[src/rtl/spi_master_4094_if.sv]
// spi_master_4094_if: request/status handshake plus the 4094 serial pins
// Signals: start_i/data_i/len_i request a transfer; busy_o/done_o/rdata_o report it;
//   sck_o/mosi_o/strobe_o drive the 4094 chain; miso_i returns from its last stage.
// Modports: master is the serial engine, slave is the requesting/chain side.
interface spi_master_4094_if #(
  parameter int MAX_BITS = 32
);
  logic                start_i;
  logic [MAX_BITS-1:0] data_i;
  logic [5:0]          len_i;
  logic                busy_o;
  logic                done_o;
  logic [MAX_BITS-1:0] rdata_o;
  logic                sck_o;
  logic                mosi_o;
  logic                strobe_o;
  logic                miso_i;
  modport master (
    input  start_i, data_i, len_i, miso_i,
    output busy_o, done_o, rdata_o, sck_o, mosi_o, strobe_o
  );
  modport slave (
    output start_i, data_i, len_i, miso_i,
    input  busy_o, done_o, rdata_o, sck_o, mosi_o, strobe_o
  );
endinterface

[src/rtl/spi_master_4094.sv]
// spi_master_4094: serial master that shifts a word MSB-first into a CD4094 chain and strobes it
// Ports: CLK system clock (rising edge); reset_n asynchronous active-low reset;
//   bus (master modport): start_i/data_i/len_i request, busy_o/done_o/rdata_o status,
//   sck_o/mosi_o/strobe_o to the chain, miso_i from the chain's last stage.
module spi_master_4094 #(
  parameter int CLK_DIV  = 2,
  parameter int MAX_BITS = 32
) (
  input logic               CLK,
  input logic               reset_n,
  spi_master_4094_if.master bus
);
  typedef enum logic [2:0] {IDLE, SCK_LO, SCK_HI, GAP, STROBE, DONE} state_t;
  localparam logic [7:0] DIV_LOAD = 8'(CLK_DIV - 1);
  state_t              state_q, state_d;
  logic [7:0]          div_q, div_d;
  logic [5:0]          bits_q, bits_d;
  logic [MAX_BITS-1:0] tx_q, tx_d, rx_q, rx_d, rdata_q, rdata_d;
  logic                sck_q, sck_d, mosi_q, mosi_d, strobe_q, strobe_d;
  logic                busy_q, busy_d, done_q, done_d;
  logic                len_ok, tick;
  assign len_ok = bus.len_i != 6'd0 && 32'(bus.len_i) <= MAX_BITS;
  assign tick   = div_q == 8'd0;
  always_comb begin
    state_d = state_q;
    bits_d  = bits_q;
    tx_d    = tx_q;
    rx_d    = rx_q;
    mosi_d  = mosi_q;
    case (state_q)
      IDLE: if (bus.start_i) begin
        // left-justify so bit len-1 of the word sits in the MSB and shifts out first
        tx_d    = len_ok ? bus.data_i << (MAX_BITS - 32'(bus.len_i)) : '0;
        bits_d  = bus.len_i;
        rx_d    = '0;
        mosi_d  = len_ok ? tx_d[MAX_BITS-1] : mosi_q;
        state_d = len_ok ? SCK_LO : DONE;
      end
      SCK_LO: if (tick) begin
        // the rising SCK edge is the transition into SCK_HI, so miso is captured here
        rx_d    = {rx_q[MAX_BITS-2:0], bus.miso_i};
        state_d = SCK_HI;
      end
      SCK_HI: if (tick) begin
        bits_d  = bits_q - 6'd1;
        tx_d    = tx_q << 1;
        mosi_d  = bits_d != 6'd0 ? tx_q[MAX_BITS-2] : mosi_q;
        state_d = bits_d != 6'd0 ? SCK_LO : GAP;
      end
      GAP:     if (tick) state_d = STROBE;
      STROBE:  if (tick) state_d = DONE;
      default: state_d = IDLE;
    endcase
    // reload on every state change; hold at zero otherwise so CLK_DIV=1 never wraps
    div_d    = state_d != state_q ? DIV_LOAD : tick ? div_q : div_q - 8'd1;
    rdata_d  = state_d == DONE ? rx_d : rdata_q;
    sck_d    = state_d == SCK_HI;
    strobe_d = state_d == STROBE;
    busy_d   = state_d != IDLE;
    done_d   = state_d == DONE;
  end
  always_ff @(posedge CLK or negedge reset_n) begin
    if (!reset_n) begin
      state_q  <= IDLE;
      div_q    <= '0;
      bits_q   <= '0;
      tx_q     <= '0;
      rx_q     <= '0;
      rdata_q  <= '0;
      sck_q    <= 1'b0;
      mosi_q   <= 1'b0;
      strobe_q <= 1'b0;
      busy_q   <= 1'b0;
      done_q   <= 1'b0;
    end else begin
      state_q  <= state_d;
      div_q    <= div_d;
      bits_q   <= bits_d;
      tx_q     <= tx_d;
      rx_q     <= rx_d;
      rdata_q  <= rdata_d;
      sck_q    <= sck_d;
      mosi_q   <= mosi_d;
      strobe_q <= strobe_d;
      busy_q   <= busy_d;
      done_q   <= done_d;
    end
  end
  assign bus.sck_o    = sck_q;
  assign bus.mosi_o   = mosi_q;
  assign bus.strobe_o = strobe_q;
  assign bus.busy_o   = busy_q;
  assign bus.done_o   = done_q;
  assign bus.rdata_o  = rdata_q;
endmodule
[src/flat_wrapper.sv]
// flat-port wrapper written by rule: the top's interface ports become plain ports
module spi_master_4094_flat 
#(
  parameter int CLK_DIV  = 2,
  parameter int MAX_BITS = 32
)
  (CLK, reset_n, bus_start_i, bus_data_i, bus_len_i, bus_miso_i, bus_busy_o, bus_done_o, bus_rdata_o, bus_sck_o, bus_mosi_o, bus_strobe_o);
  spi_master_4094_if #(.MAX_BITS(MAX_BITS)) bus_i ();
  input logic CLK;
  input logic reset_n;
  input wire logic [$bits(bus_i.start_i)-1:0] bus_start_i;
  input wire logic [$bits(bus_i.data_i)-1:0] bus_data_i;
  input wire logic [$bits(bus_i.len_i)-1:0] bus_len_i;
  input wire logic [$bits(bus_i.miso_i)-1:0] bus_miso_i;
  output wire logic [$bits(bus_i.busy_o)-1:0] bus_busy_o;
  output wire logic [$bits(bus_i.done_o)-1:0] bus_done_o;
  output wire logic [$bits(bus_i.rdata_o)-1:0] bus_rdata_o;
  output wire logic [$bits(bus_i.sck_o)-1:0] bus_sck_o;
  output wire logic [$bits(bus_i.mosi_o)-1:0] bus_mosi_o;
  output wire logic [$bits(bus_i.strobe_o)-1:0] bus_strobe_o;
  assign bus_i.start_i = bus_start_i;
  assign bus_i.data_i = bus_data_i;
  assign bus_i.len_i = bus_len_i;
  assign bus_i.miso_i = bus_miso_i;
  assign bus_busy_o = bus_i.busy_o;
  assign bus_done_o = bus_i.done_o;
  assign bus_rdata_o = bus_i.rdata_o;
  assign bus_sck_o = bus_i.sck_o;
  assign bus_mosi_o = bus_i.mosi_o;
  assign bus_strobe_o = bus_i.strobe_o;
  spi_master_4094 #(.CLK_DIV(CLK_DIV), .MAX_BITS(MAX_BITS)) u_core (.CLK(CLK), .reset_n(reset_n), .bus(bus_i));
endmodule
[config.mk]
export PLATFORM = sky130hd
export DESIGN_NAME = spi_master_4094_flat
export DESIGN_NICKNAME = d
export VERILOG_FILES = /design/src/rtl/spi_master_4094_if.sv /design/src/rtl/spi_master_4094.sv /design/src/flat_wrapper.sv
export SDC_FILE = /design/constraint.sdc
export NUM_CORES = 1
export LEC_CHECK = 0
export ABC_AREA = 0
export ABC_CLOCK_PERIOD_IN_PS = 3200
export BUFFER_PORTS_ARGS = -buffer_cell sky130_fd_sc_hd__buf_2
export CORE_AREA = 10 10 121 123
export CTS_CLUSTER_SIZE = 16
export DETAILED_ROUTE_END_ITERATION = 10
export DIE_AREA = 0 0 131 133
export MAX_ROUTING_LAYER = met4
export PLACE_DENSITY = 0.79
export SYNTH_ARGS = -nofsm -noshare
export SYNTH_HDL_FRONTEND = slang
export SYNTH_SLANG_ARGS = --single-unit
[constraint.sdc]
create_clock -name CLK -period 3.2 [get_ports CLK]
set_clock_uncertainty 0.05 [all_clocks]
set_input_delay 0 -clock CLK [delete_from_list [all_inputs] [get_ports CLK]]
set_output_delay 0 -clock CLK [all_outputs]
set_load 0.02 [all_outputs]
======== Yosys cells after proc, flatten, opt, wreduce, memory -nomap -nowiden ========
Index checks and enable logic that the tools add are counted.
operators by class
  add/sub/neg operators ................... 3
  multiply operators ...................... 0
  divide/modulo/power cells ............... 0
  $lt $le $gt $ge ......................... 1
  equal/unequal tests ..................... 13
  shift-type cells ........................ 1
  multiplexer cells ....................... 25
  bitwise gates (word level) .............. 0
  reduce and logical (&&, ||, !) cells .... 9
operators with widths
  kind                 count
  $mux 32              3
  $pmux 32 s2          1
  $mux 31              2
  $pmux 31 s2          1
  $shl 32x32->32       1
  $mux 3               6
  $mux 8               2
  $pmux 3 s5           1
  $mux 6               2
  $pmux 6 s2           1
  $reduce_bool 6->1    2
  $eq 3x2->1 const B   3
  $eq 3x3->1 const B   3
  $logic_not 8->1      1
  $sub 8x1->8 const B  1
  $sub 6x6->7 const A  1
  $le 6x6->1 const B   1
  $ne 2x1->1 const B   3
  $sub 6x1->6 const B  1
  $reduce_and 5->1     1
  $mux 1               4
  $ne 2x2->1 const B   2
  $eq 3x1->1 const B   1
  $logic_not 3->1      1
  7 further kinds      7
word-level totals
  bits in registers ....................... 117
  latch bits .............................. 0
  memory bits (writable) .................. 0
  memory bits (read-only) ................. 0
  bits of input ports ..................... 42
  output and inout port bits .............. 37
  word-level logic and storage cells ...... 63
  memories kept ........................... 0

======== Depth between registers and ports, before layout ========
  depth after elaboration ................. 7
  mapped depth ............................ 13

======== Worst setup path before layout ========
OpenSTA, ideal clock, no wires.
  path kind ............................... input to register
  start ................................... input bus_len_i[0]
  end ..................................... register u_core.rdata_q[10] (netlist: u_core.bus.rdata_o[10])
  setup time .............................. 125 ps
  arrival ................................. 2641 ps
  data required time ...................... 3025 ps
  setup slack ............................. 384 ps
  stages .................................. 11
  path buffers ............................ 3
  path through ............................ inv_1 buf_1 clkbuf_1 ha_1 or4b_4 nor2_1 a21oi_1 nand2b_1 a21oi_4 buf_4 mux2_2
on the way
  word-level cells in the longest chain between the ends .. 6
RTL lines
  item                                             line                   source
  start: declaration                               flat_wrapper.sv:13     input wire logic [$bits(bus_i.len_i)-1:0] bus_len_i;
  $le 6x6->1 or $reduce_bool 6->1 (tied branches)  spi_master_4094.sv:22  assign len_ok = bus.len_i != 6'd0 && 32'(bus.len_i) <= MAX_BITS;
  $logic_and 1x1->1 *                              spi_master_4094.sv:22
  $mux 3 *                                         spi_master_4094.sv:37  state_d = len_ok ? SCK_LO : DONE;
  $mux 3 *                                         spi_master_4094.sv:31  IDLE: if (bus.start_i) begin
  $pmux 3 s5 *                                     spi_master_4094.sv:30  case (state_q)
  $eq 3x3->1 *                                     spi_master_4094.sv:56  rdata_d = state_d == DONE ? rx_d : rdata_q;
  end signal: assignment                           spi_master_4094.sv:81  rdata_q <= rdata_d;
  end: declaration                                 spi_master_4094.sv:18  logic [MAX_BITS-1:0] tx_q, tx_d, rx_q, rx_d, rdata_q, rdata_d;
Mark *: on every way between the ends. The rest lies on a longest branch, timed or not.
A chain may end at the register's enable or synchronous reset.

======== Worst setup path after layout ========
  start ................................... input bus_len_i[1]
  end ..................................... register u_core.mosi_q (netlist: u_core.bus.mosi_o)
on the way
  word-level cells in the longest chain between the ends .. 6
RTL lines
  item                                                 line                                          source
  $sub 6x6->7, or another cell as far along            spi_master_4094.sv:33                         tx_d = len_ok ? bus.data_i << (MAX_BITS - 32'(bus.len_i)) : '0;
  $shl 32x32->32 or $logic_and 1x1->1 (tied branches)  spi_master_4094.sv:33, spi_master_4094.sv:22
  $mux 32                                              spi_master_4094.sv:33
  $mux 1                                               spi_master_4094.sv:36                         mosi_d = len_ok ? tx_d[MAX_BITS-1] : mosi_q;
  $mux 1                                               spi_master_4094.sv:31
  $pmux 1 s2                                           spi_master_4094.sv:30
  end signal: assignment                               spi_master_4094.sv:83                         mosi_q <= mosi_d;
  end: declaration                                     spi_master_4094.sv:19                         logic sck_q, sck_d, mosi_q, mosi_d, strobe_q, strobe_d;
Parallel ways exist; a longest one is shown, timed or not. The select of a mux whose other input is x is not followed.

==> flow_metrics.tcl <==
set metrics [dict create \
    status "finished, final reports clean" \
    syn_inst 729 \
    place_area_um2 7450 \
    grt_pass1_vias 5889 \
    numCtsBuffers 17 \
    vias_per_cell 6.01 \
    synthToLayoutAreaGrowth_pct 17.1 \
    endpoint "u_core.bus.mosi_o$_DFFE_PN0P_" \
    first_pass_iters 6 \
    leakagePower_nw 3.72 \
    cts_buffer_depth 2 \
    period_needed_ns 2.76 \
    cts_tree "done" \
    syn_avg_cell_area_um2 9.48 \
    drt_iter0_markers 515 \
    cp_top_family "buffers and inverters" \
    port-buffer-count 78 \
    rsz0062_at_grt "false" \
    hpwlAfterDp_mm 12.4 \
    setup-tns-final_ns 0 \
    die_height_um 133 \
    core_um2 12400 \
    path_clk_slew_ns 0.06 \
    worstPathCellList "dlygate4sd3_1 -> buf_2 -> inv_1 -> ha_2 -> buf_4 -> mux2i_1 -> mux2i_1 -> mux4_2 -> a22oi_1 -> a31oi_1" \
    tightestPinTransition_ns 0.926 \
    yosysUniqueCellTypes 64 \
    crit_buf_inv 4 \
    synth-edff-count 0 \
    r2r_cells 8 \
    cp_data_required_time_ns 3.43 \
    startpoint "bus_len_i[1]" \
    cts_sinks 117 \
    core.rowCount 41 \
    die_w_um 131 \
    place_congestion 0.966 \
    syn_nets 775 \
    hp-class "in2reg" \
    synth_area_um2 6910 \
    clk_latency_ns 0.41 \
    max_stage_delay_ns 0.72 \
    post-route-period-util_pct 86.3 \
    grt_max_degree 65 \
    synth_area_leaders "dfrtp_1, nand2_1, mux2i_1" \
    die_area_um2 17400 \
    power.density_nw_per_um2 745 \
    path_class "in2reg" \
    reg2reg_slack_ns 0.45 \
    synth_largest_area_cell "dfrtp_1" \
    critPathCaptureType "flop" \
    overflow 0 \
    grt_pass1_wl_mm 29.2 \
    fmax_mhz 362 \
    ys_warn_count 0 \
    drive_gt1_share_pct 24.8 \
    drv_cap 0 \
    r2r_start "u_core.div_q[0]$_DFFE_PN0P_" \
    synth_ff_type "dfrtp_1" \
    n_antenna_cell 0 \
    cts-resized-gates 0 \
    cpMostUsedCell "mux2i_1" \
    worstReg2RegEnd "u_core.bus.rdata_o[15]$_DFFE_PN0P_" \
    antenna_found_initial 0 \
    critPathArrivalTime_ns 2.99 \
    seq_area_frac_synth_pct 42.4 \
    hold_viol_final 0 \
    synth_top_area_share_pct 42.4 \
    final_antenna_net_count 0 \
    routedWlPerCell_um 17.8 \
    path_max_fanout 26 \
    design_area_um2 8090 \
    synth_most_common_cell "nand2_1" \
    drc 0 \
    ctsHoldBuffers 7 \
    worstSetupPathDepth 10 \
    root_buffer "clkbuf_16" \
    crit_path_start_kind "primary input" \
    fin_nets 846 \
    grt_usage_pct 21.0 \
    max-vdd-ir-drop_uv 428 \
    vias 5915 \
    finalSetupViolations 0 \
    ios 79 \
    cts-htree-levels 4 \
    postCtsSetupBuffers 0 \
    drt-total-wl_mm 17.5 \
    start_util_pct 55.9 \
    slowest_stage "ha_2" \
    slew_headroom_pct 37.8 \
    synthArstFlopShare_pct 100 \
    synthTopCellsByCount "nand2_1, dfrtp_1, nor2_1, mux2i_1, mux2_2" \
    slew_viol_final 0 \
    ys_ff_latch 117 \
]
[report_power, final]
group	switching, W	total, W	internal, W
Sequential	0.000307	0.00216	0.00186
Clock	0.000717	0.00180	0.00108
Combinational	0.00126	0.00207	0.000804
[cells by family after synthesis]
logic type / synth area share [%]
AO/OA/AOI/OAI: 15.6
AND/OR/NAND/NOR: 17.2
XOR/XNOR: 1.27
multiplexers: 18.5
buffers and inverters: 4.26
adder cells (fa/ha/maj): 0.724
flip-flops: 42.4
[worst reg2reg max path: cells and delay by family (launching register included)]
family	cells	cell delay, ns
and+or+nand+nor	3	0.92
buffers and inverters	2	0.49
muxes	1	0.42
DFF	1	0.39
adders and majority gates	1	0.20
AOI/OAI and AO/OA	1	0.16
[cell type report]
class                      count  area, um^2
clock buffer                  17         425
clock inverter                15         145
fill                         975        4270
inverter                      10        37.5
multi-input combinational    550        3720
sequential                   117        2930
tap                          172         215
timing repair buffer         104         618
[worst min-delay path by stage]
stage / startpoint / end / cells past startpoint
detailed placement: reset_n / u_core.div_q[4]$_DFFE_PN0P_ / 1
floorplan: reset_n / u_core.bits_q[0]$_DFFE_PN0P_ / 0
global route: bus_data_i[0] / u_core.tx_q[0]$_DFFE_PN0P_ / 4
global placement: reset_n / u_core.bus.strobe_o$_DFF_PN0_ / 1
CTS: bus_data_i[0] / u_core.tx_q[0]$_DFFE_PN0P_ / 4
finish: bus_data_i[0] / u_core.tx_q[0]$_DFFE_PN0P_ / 4
[flip-flops by register name (all words and copies together), names as in the netlist, 3 cells and up]
register            cells
u_core.bus.rdata_o     32
u_core.bits_q           6
u_core.tx_q            31
u_core.rx_q            32
u_core.state_q          3
u_core.div_q            8
[placed cells by master (no fill, tap or decap), drive strengths merged, types with 6 or more instances in the layout]
master       count
nand2          136
xnor2            6
dfrtp          117
o21ai           56
nor3            11
o211ai          12
buf             97
a221oi          15
clkbuf          17
and3             8
dlygate4sd3      7
nor2            58
nand3           11
a31oi            9
mux2            42
mux4            14
inv             16
mux2i           49
a21oi           41
[routing by layer]
metal  vias up  track usage [%]  routed length, um
li1       2784                -                  -
met1      2869             27.2               7690
met2       246             32.8               8460
met3        16             3.76               1120
met4         0             6.61                230
met5         -                -                  0
[per-stage QoR]
step	hold slack (ns)	std cells	utilization, %	worst slack, ns	total power [W]
3_3_place_gp	0.0731	946	60.3	0.585	0.00410
5_1_grt	0.00874	985	65.5	0.243	0.00638
6_report	0.0139	985	65.5	0.437	0.00603
3_5_place_dp	0.0716	946	60.3	0.508	0.00420
2_1_floorplan	-0.346	729	-	0.384	0.00363
4_1_cts	0.00352	985	65.5	0.417	0.00603
Note: power is estimated with default switching activity, not from simulation.
